**config.mk**
```make
export PLATFORM = sky130hd
export DESIGN_NAME = timer_multi_us_flat
export DESIGN_NICKNAME = d
export VERILOG_FILES = /design/src/rtl/timer_multi_us_pkg.sv /design/src/rtl/timer_multi_us_if.sv /design/src/rtl/timer_multi_us_channel.sv /design/src/rtl/timer_multi_us.sv /design/src/flat_wrapper.sv
export SDC_FILE = /design/constraint.sdc
export NUM_CORES = 1
export LEC_CHECK = 0
export CAP_MARGIN = 0
export CELL_PAD_IN_SITES_DETAIL_PLACEMENT = 0
export CELL_PAD_IN_SITES_GLOBAL_PLACEMENT = 1
export CORE_MARGIN = 2
export CORE_UTILIZATION = 49
export CTS_BUF_LIST = sky130_fd_sc_hd__clkbuf_4
export CTS_CLUSTER_SIZE = 8
export DETAILED_ROUTE_END_ITERATION = 6
export PLACE_DENSITY = 0.95
export REMOVE_ABC_BUFFERS = 1
export SYNTH_ARGS = -nofsm -noshare
export SYNTH_HDL_FRONTEND = slang
export SYNTH_SLANG_ARGS = --single-unit
```
**constraint.sdc**
```tcl
create_clock -name i_clk_25MHz -period 3.6 [get_ports i_clk_25MHz]
set_input_delay 0.72 -clock i_clk_25MHz [delete_from_list [all_inputs] [get_ports i_clk_25MHz]]
set_output_delay 0.72 -clock i_clk_25MHz [all_outputs]
set_load 0.03 [all_outputs]
```
**src/rtl/timer_multi_us_pkg.sv**
```systemverilog
// Shared constants and types for the multi-channel microsecond timer.
// The prescaler terminal count is derived here so the top and the bench agree on one definition.
package timer_pkg;

    localparam int CNT_W_DEFAULT = 16;

    localparam logic MODE_ONESHOT  = 1'b0;
    localparam logic MODE_PERIODIC = 1'b1;

    typedef enum logic {
        CH_IDLE = 1'b0,
        CH_RUN  = 1'b1
    } ch_state_e;

    // Last prescaler count before the 1 us strobe fires.
    function automatic int US_TICK_MAX(input int clk_freq_mhz);
        return clk_freq_mhz - 1;
    endfunction

endpackage

```
**src/rtl/timer_multi_us_if.sv**
```systemverilog
// Control/status bundle between the game logic and the timer block.
interface timer_multi_us_if
    import timer_pkg::*;
#(
    parameter int N_CH  = 4,
    parameter int CNT_W = CNT_W_DEFAULT
);
    // No valid/ready pairs: i_start/i_stop are single-cycle strobes sampled on every
    // clock edge and always accepted; i_periodic/i_period only matter on a start edge.
    // o_tick and o_us_tick are single-cycle pulses; o_busy is a level.
    logic [N_CH-1:0]       i_start;
    logic [N_CH-1:0]       i_stop;
    logic [N_CH-1:0]       i_periodic;
    logic [N_CH*CNT_W-1:0] i_period;
    logic                  o_us_tick;
    logic [N_CH-1:0]       o_tick;
    logic [N_CH-1:0]       o_busy;

    modport master (
        output i_start, i_stop, i_periodic, i_period,
        input  o_us_tick, o_tick, o_busy
    );

    modport slave (
        input  i_start, i_stop, i_periodic, i_period,
        output o_us_tick, o_tick, o_busy
    );

endinterface

```
**src/rtl/timer_multi_us_channel.sv**
```systemverilog
// One programmable down-counter channel paced by the shared 1 us strobe.
// Stop beats start, start beats a pending decrement or expiry.
module timer_channel
    import timer_pkg::*;
#(
    parameter int CNT_W = CNT_W_DEFAULT
) (
    input  logic             clk_i,
    input  logic             rst_ni,
    input  logic             us_tick_i,
    input  logic             start_i,
    input  logic             stop_i,
    input  logic             periodic_i,
    input  logic [CNT_W-1:0] period_i,
    output logic             tick_o,
    output ch_state_e        state_o
);

    ch_state_e        state_q, state_d;
    logic [CNT_W-1:0] remain_q, remain_d;
    logic [CNT_W-1:0] reload_q, reload_d;
    logic             mode_q, mode_d;
    logic             tick_q, tick_d;

    always_ff @(posedge clk_i or negedge rst_ni) begin
        if (!rst_ni) begin
            state_q  <= CH_IDLE;
            remain_q <= '0;
            reload_q <= '0;
            mode_q   <= MODE_ONESHOT;
            tick_q   <= 1'b0;
        end else begin
            state_q  <= state_d;
            remain_q <= remain_d;
            reload_q <= reload_d;
            mode_q   <= mode_d;
            tick_q   <= tick_d;
        end
    end

    always_comb begin
        state_d  = state_q;
        remain_d = remain_q;
        reload_d = reload_q;
        mode_d   = mode_q;
        tick_d   = 1'b0;
        // A zero period can never expire, so it disarms the channel like a stop.
        if (stop_i || (start_i && (period_i == '0))) begin
            state_d = CH_IDLE;
        end else if (start_i) begin
            state_d  = CH_RUN;
            remain_d = period_i;
            reload_d = period_i;
            mode_d   = periodic_i;
        end else if ((state_q == CH_RUN) && us_tick_i) begin
            if (remain_q == CNT_W'(1)) begin
                tick_d = 1'b1;
                if (mode_q == MODE_PERIODIC) begin
                    remain_d = reload_q;
                end else begin
                    state_d = CH_IDLE;
                end
            end else begin
                remain_d = remain_q - 1'b1;
            end
        end
    end

    assign tick_o  = tick_q;
    assign state_o = state_q;

endmodule

```
**src/rtl/timer_multi_us.sv**
```systemverilog
// Free-running 1 us prescaler feeding N_CH independent one-shot/periodic timer channels.
// The clock port keeps its historical name even though the system clock is 36 MHz.
module timer_multi_us
    import timer_pkg::*;
#(
    parameter int CLK_FREQ_MHZ = 36,
    parameter int N_CH         = 4,
    parameter int CNT_W        = CNT_W_DEFAULT
) (
    input  logic             i_clk_25MHz,
    input  logic             i_reset,
    timer_multi_us_if.slave  bus
);

    localparam int            PW     = $clog2(CLK_FREQ_MHZ);
    localparam logic [PW-1:0] P_LAST = PW'(US_TICK_MAX(CLK_FREQ_MHZ));

    logic [PW-1:0] presc_q, presc_d;
    logic          us_tick_q, us_tick_d;
    ch_state_e     ch_state [N_CH];

    always_ff @(posedge i_clk_25MHz or negedge i_reset) begin
        if (!i_reset) begin
            presc_q   <= '0;
            us_tick_q <= 1'b0;
        end else begin
            presc_q   <= presc_d;
            us_tick_q <= us_tick_d;
        end
    end

    // Never gated: channels see an unsynchronised phase, which bounds the first interval.
    always_comb begin
        presc_d   = presc_q + 1'b1;
        us_tick_d = 1'b0;
        if (presc_q == P_LAST) begin
            presc_d   = '0;
            us_tick_d = 1'b1;
        end
    end

    assign bus.o_us_tick = us_tick_q;

    for (genvar k = 0; k < N_CH; k++) begin : g_ch
        timer_channel #(
            .CNT_W (CNT_W)
        ) u_ch (
            .clk_i      (i_clk_25MHz),
            .rst_ni     (i_reset),
            .us_tick_i  (us_tick_q),
            .start_i    (bus.i_start[k]),
            .stop_i     (bus.i_stop[k]),
            .periodic_i (bus.i_periodic[k]),
            .period_i   (bus.i_period[k*CNT_W +: CNT_W]),
            .tick_o     (bus.o_tick[k]),
            .state_o    (ch_state[k])
        );

        assign bus.o_busy[k] = (ch_state[k] == CH_RUN);
    end

endmodule

```
**src/flat_wrapper.sv**
```systemverilog
// flat-port wrapper written by rule: the top's interface ports become plain ports
module timer_multi_us_flat import timer_pkg::*;
#(
    parameter int CLK_FREQ_MHZ = 36,
    parameter int N_CH         = 4,
    parameter int CNT_W        = CNT_W_DEFAULT
)
  (i_clk_25MHz, i_reset, bus_i_start, bus_i_stop, bus_i_periodic, bus_i_period, bus_o_us_tick, bus_o_tick, bus_o_busy);
  timer_multi_us_if #(.N_CH(N_CH), .CNT_W(CNT_W)) bus_i ();
  input  logic i_clk_25MHz;
  input  logic i_reset;
  input wire logic [$bits(bus_i.i_start)-1:0] bus_i_start;
  input wire logic [$bits(bus_i.i_stop)-1:0] bus_i_stop;
  input wire logic [$bits(bus_i.i_periodic)-1:0] bus_i_periodic;
  input wire logic [$bits(bus_i.i_period)-1:0] bus_i_period;
  output wire logic [$bits(bus_i.o_us_tick)-1:0] bus_o_us_tick;
  output wire logic [$bits(bus_i.o_tick)-1:0] bus_o_tick;
  output wire logic [$bits(bus_i.o_busy)-1:0] bus_o_busy;
  assign bus_i.i_start = bus_i_start;
  assign bus_i.i_stop = bus_i_stop;
  assign bus_i.i_periodic = bus_i_periodic;
  assign bus_i.i_period = bus_i_period;
  assign bus_o_us_tick = bus_i.o_us_tick;
  assign bus_o_tick = bus_i.o_tick;
  assign bus_o_busy = bus_i.o_busy;
  timer_multi_us #(.CLK_FREQ_MHZ(CLK_FREQ_MHZ), .N_CH(N_CH), .CNT_W(CNT_W)) u_core (.i_clk_25MHz(i_clk_25MHz), .i_reset(i_reset), .bus(bus_i));
endmodule
```
Yosys cells after proc, flatten, opt, wreduce, memory -nomap -nowiden
Index checks and enable logic that the tools add are counted.

word-level totals
  flip-flop bits (word level) = 147
  output and inout bits = 9
  bits of input ports = 78
  word-level logic and storage cells = 138

cells by class
  equal/unequal tests = 13
  multiplexer cells = 54
  $add $sub $neg = 5
  bitwise operators = 4
  reductions and logical operators = 40

operator list
  operator                                                              number
  16-bit two-way mux                                                    16
  16-bit by 1-bit == test with 1-bit output, second input constant      4
  16-bit zero test                                                      4
  16-bit by 1-bit subtractor with 16-bit output, second input constant  4
  1-bit two-way mux                                                     37
  3-bit AND reduction                                                   8
  3-bit nonzero test                                                    8
  3-bit by 2-bit != test with 1-bit output, second input constant       4
  3-bit != test, second input constant                                  4
  1-bit logical AND                                                     8
  2-bit AND reduction                                                   4
  2-bit nonzero test                                                    4
  6-bit by 1-bit adder with 6-bit output, second input constant         1
  6-bit == test, second input constant                                  1
  6-bit two-way mux                                                     1
  1-bit logical OR                                                      4
  1-bit inverter                                                        4

Longest topological paths before layout
  depth in word-level cells = 5
  depth in mapped cells = 10
  depth with buffers taken out = 8

Hierarchy
From an unflattened synthesis, not the netlist that was laid out.

unflattened totals
  cells, all modules = 856
  area, all modules = 8330.5 µm²

modules (own cells, without submodules)
  module                                    area an instance (µm²)  cells an instance  times used  sequential area each (µm²)
  timer_channel at u_core.g_ch[0].u_ch ...  2008.2                  210                3           875.8
  timer_channel at u_core.g_ch[3].u_ch      2024.4                  204                1           875.8
  timer_multi_us                            281.5                   22                 1           175.2

Least setup slack after synthesis
OpenSTA, ideal clock, no wires.

  path kind = input to register
  start point = input port bus_i_period[29]
  end point = register u_core.g_ch[1].u_ch.mode_q
  setup time = 125 ps
  buffers on the path = 1
  cell stages on the path = 6
  data required time = 3475 ps
  setup slack = 1004 ps
  arrival time = 2472 ps
  cells stage by stage = or4_1 nor4_1 a21oi_1 nand2_1 buf_4 mux2_2

between the ends
  cells in the longest elaborated chain, start to end = 5

ends and longest elaborated chain
  element                               line                          source
  start: declaration                    flat_wrapper.sv:15            input wire logic [$bits(bus_i.i_period)-1:0] bus_i_period;
  16-bit zero test                      timer_multi_us_channel.sv:48  if (stop_i || (start_i && (period_i == '0))) begin
  1-bit logical AND                     timer_multi_us_channel.sv:48
  1-bit logical OR                      timer_multi_us_channel.sv:48
  1-bit inverter (no source line)       n/a
  2-bit AND reduction (no source line)  n/a
  end signal: assignment                timer_multi_us_channel.sv:36  mode_q <= mode_d;
  end: declaration                      timer_multi_us_channel.sv:22  logic mode_q, mode_d;

No other way between the ends.
A chain may end at the register's enable or synchronous reset.

Worst setup path in the final report
  start point = register u_core.us_tick_q (netlist: u_core.bus.o_us_tick)
  end point = output port bus_o_us_tick

RTL lines
  element                   line                  source
  start: declaration        timer_multi_us.sv:19  logic us_tick_q, us_tick_d;
  start signal: assignment  timer_multi_us.sv:28  us_tick_q <= us_tick_d;
  end: declaration          flat_wrapper.sv:16    output wire logic [$bits(bus_i.o_us_tick)-1:0] bus_o_us_tick;

No word-level cell between the ends.

==> qor.txt <==
Outcome = complete, no violations
Multiplexer share of the synthesized area = 0.0999
Max-cap check violation count = 0
Total GRT Usage = 0.230
Clock root cell = clkbuf_4
Synth Area in Compound Gates = 0.164
TritonCTS Buffers = 17
Cell Area, Synth = 8270 sq um
Yosys Warn Count = 0
XOR/XNOR Fraction of Synth Area = 0.0424
Top Family by Delay on Critical Path = buffers and inverters
Avg Synthesized Cell Area = 9.50 sq um
Final Wtd Congestion = 0.859
Clock transition at the registers of the reported paths = 0.13 ns
CTS tree = done
Die height = 134 um
Synth top area cells = dfrtp_1 44%, mux2_2 9.1%, nor2_1 4.8%, a21oi_1 3.8%, nand2_1 3.6%
Worst Hold Class = input port to async pin
CP arrival = 2.06 ns
Async set-reset flop share out of synthesis = 1.00
GR peak layer = met2
Drt drc = 0
Final wirelength = 19600 um
Syn Inst Count = 870
WP data required = 2.88 ns
Average wire per standard cell = 16.7 um
Register area = 3680 sq um
Post-CTS sizing = 0
Endpoint class of the critical path = output pin
EDFF count, synth = 0
Post-synthesis simple-gate area fraction = 0.191
Tightest Pin Transition = 1.09 ns
Highest cell delay on the worst timing path = 0.78 ns
Initial Utilization = 0.500
Die ar. = 17900 sq um
Antenna violations before repair = 1
Worst relative slew slack = 0.271
CP Class = register to output pin
Slowest cell on the critical path = clkdlybuf4s50_1
Post-DP HPWL = 13500 um
Pin count of the biggest net entering global routing = 66
Nets@finish = 1028
Max clock buf depth = 2
Minimum clock period = 2.78 ns
Met2 GRT Util = 0.358
DR vias = 6828
Combinational family with the most area after synthesis = simple AND/OR/NAND/NOR gates
Distinct cell type count after synthesis = 68
Flops & latches, synth = 147
Worst Path Max Fanout = 10
Htree depth = 4
Layout cells sized above 1 = 0.142
Post-layout instance count excluding filler cells = 1175
FILL cells = 1469
RSZ-0062 raised after global routing = no
Syn-to-layout area delta = 17.0%
RR Startpoint = u_core.g_ch[0].u_ch.remain_q[1]
Met3 Track Usage GR = 0.0510
Sequential area share after synthesis = 0.445
Max IR drop VDD = 0.251 mV
Die X-Extent = 134 um
Number of core rows = 47
Post-synth top area share = 0.445
Critical Path Start = u_core.bus.o_us_tick
LEAKAGE = 3.89 nW
Post-synth top flop = dfrtp_1
Vias/cell = 5.81
Worst skew pair latency = 0.57 ns
R2R Path End = u_core.g_ch[0].u_ch.remain_q[5]
Number of hold violations in the final report = 0
Skew final = 0.0192 ns
Number of buffers added for setup after CTS = 0
Setup crit start kind = register
Gr ovfl total = 0
Initial DRC count = 525
Core footprint = 16500 sq um
Reg2Reg Depth = 8
Peak Freq = 360 MHz
Part of the cycle the worst path needs = 0.772
Yosys top cell by area = dfrtp_1
Post-Synth Adder-Cell Area = 0.0136
Final setup fails = 0
Cts hold-fix bufs = 0
Met1 usage = 0.324
Port Buffer Count = 86
Detailed Routing Iterations Pass 1 = 5
Final Max Slew Viols = 0
Multi-input logic area = 4230 sq um
CTS sink cnt = 147
Crit-path cells = clkdlybuf4s50_1
Number of global-route vias before repair = 6564
Global-route wire length before repair = 33300 um
Register-to-register setup slack = 0.82 ns
Post-Route Setup TNS = 0 ns
CP bufs+invs = 1
I/O Pins = 87
Power per cell area = 445 nW/um^2
Detail Route Antenna Nets = 0
Inst Count DP = 1142
metrics by stage:
step	hold slack (ns)	instance area [sq um]	util	worst slack, ns	total power, mW
global placement	0.467	9310	0.563	0.269	3.00
finish	0.111	9670	0.585	0.819	4.31
floorplan	0.424	7990	-	0.853	2.67
detailed placement	0.482	9310	0.563	0.256	3.02
global route	0.129	9670	0.585	0.480	4.55
CTS	0.119	9670	0.585	0.793	4.35
where the power goes:
part           internal (mW)  switching (mW)
registers               1.89           0.255
logic                  0.446           0.402
clock network          0.684           0.629
total                   3.02            1.29
routing by layer:
metal | wire [um] | share of wire | vias to the layer above
met5 | 0 | 0 | -
met4 | 255 | 0.013 | 0
met3 | 1040 | 0.053 | 21
met2 | 9110 | 0.46 | 195
met1 | 9220 | 0.47 | 3299
li1 | - | - | 3313
flip-flops by register name, indices dropped and copies added, names as in the netlist:
name                       cells
u_core.g_ch.u_ch.reload_q     64
u_core.presc_q                 6
u_core.bus.o_us_tick           1
u_core.g_ch.u_ch.mode_q        4
u_core.g_ch.u_ch.state_o       4
u_core.g_ch.u_ch.tick_o        4
u_core.g_ch.u_ch.remain_q     64
cells by family (layout without fill, tap and decap cells):
family,count (synthesis),in the layout
simple gates,317,317
compound gates,206,206
flops,147,147
buf+inv,77,161
mux,74,74
xor+xnor,40,40
fa+ha+maj,9,9
other cells,0,1
layout make-up:
cell class / instances / area share
clock inverter: 15 / 0.0246
sequential: 147 / 0.380
tap: 220 / 0.0285
antenna: 1 / 0.000259
timing repair buffer: 108 / 0.107
inverter: 21 / 0.00815
clock buffer: 17 / 0.0132
multi-input combinational: 646 / 0.438
placed cells by master (no fill, tap or decap), types with 20 or more instances in the layout:
master / instances
a211o_1: 20
nor2_1: 105
nand2_1: 80
o21ai_0: 35
mux2_2: 67
a21oi_1: 62
buf_4: 21
inv_1: 21
dfrtp_1: 147
xnor2_1: 21
clkdlybuf4s50_1: 85
nor3_1: 30
worst max path at each step:
stage / endpoint / depth (start not counted) / slack, ns
final: bus_o_us_tick / 1 / 0.82
after global routing: u_core.g_ch[0].u_ch.remain_q[5] / 8 / 0.48
after CTS: bus_o_us_tick / 1 / 0.79
after detailed placement: u_core.g_ch[1].u_ch.reload_q[8] / 7 / 0.26
after global placement: u_core.g_ch[1].u_ch.reload_q[6] / 7 / 0.27
after floorplan: u_core.g_ch[0].u_ch.remain_q[15] / 6 / 0.85
synthesized netlist by cell type (all sizes together) (17+ instances only):
master / number
nor2: 105
xor2: 19
nor4: 19
inv: 21
o21ai: 37
clkbuf: 34
buf: 22
xnor2: 21
nand3: 18
a31oi: 19
nor3: 31
or4: 17
a211o: 20
dfrtp: 147
mux2: 68
a21oi: 62
nand2: 81
a211oi: 18
Power figures use the tool's default switching activity.
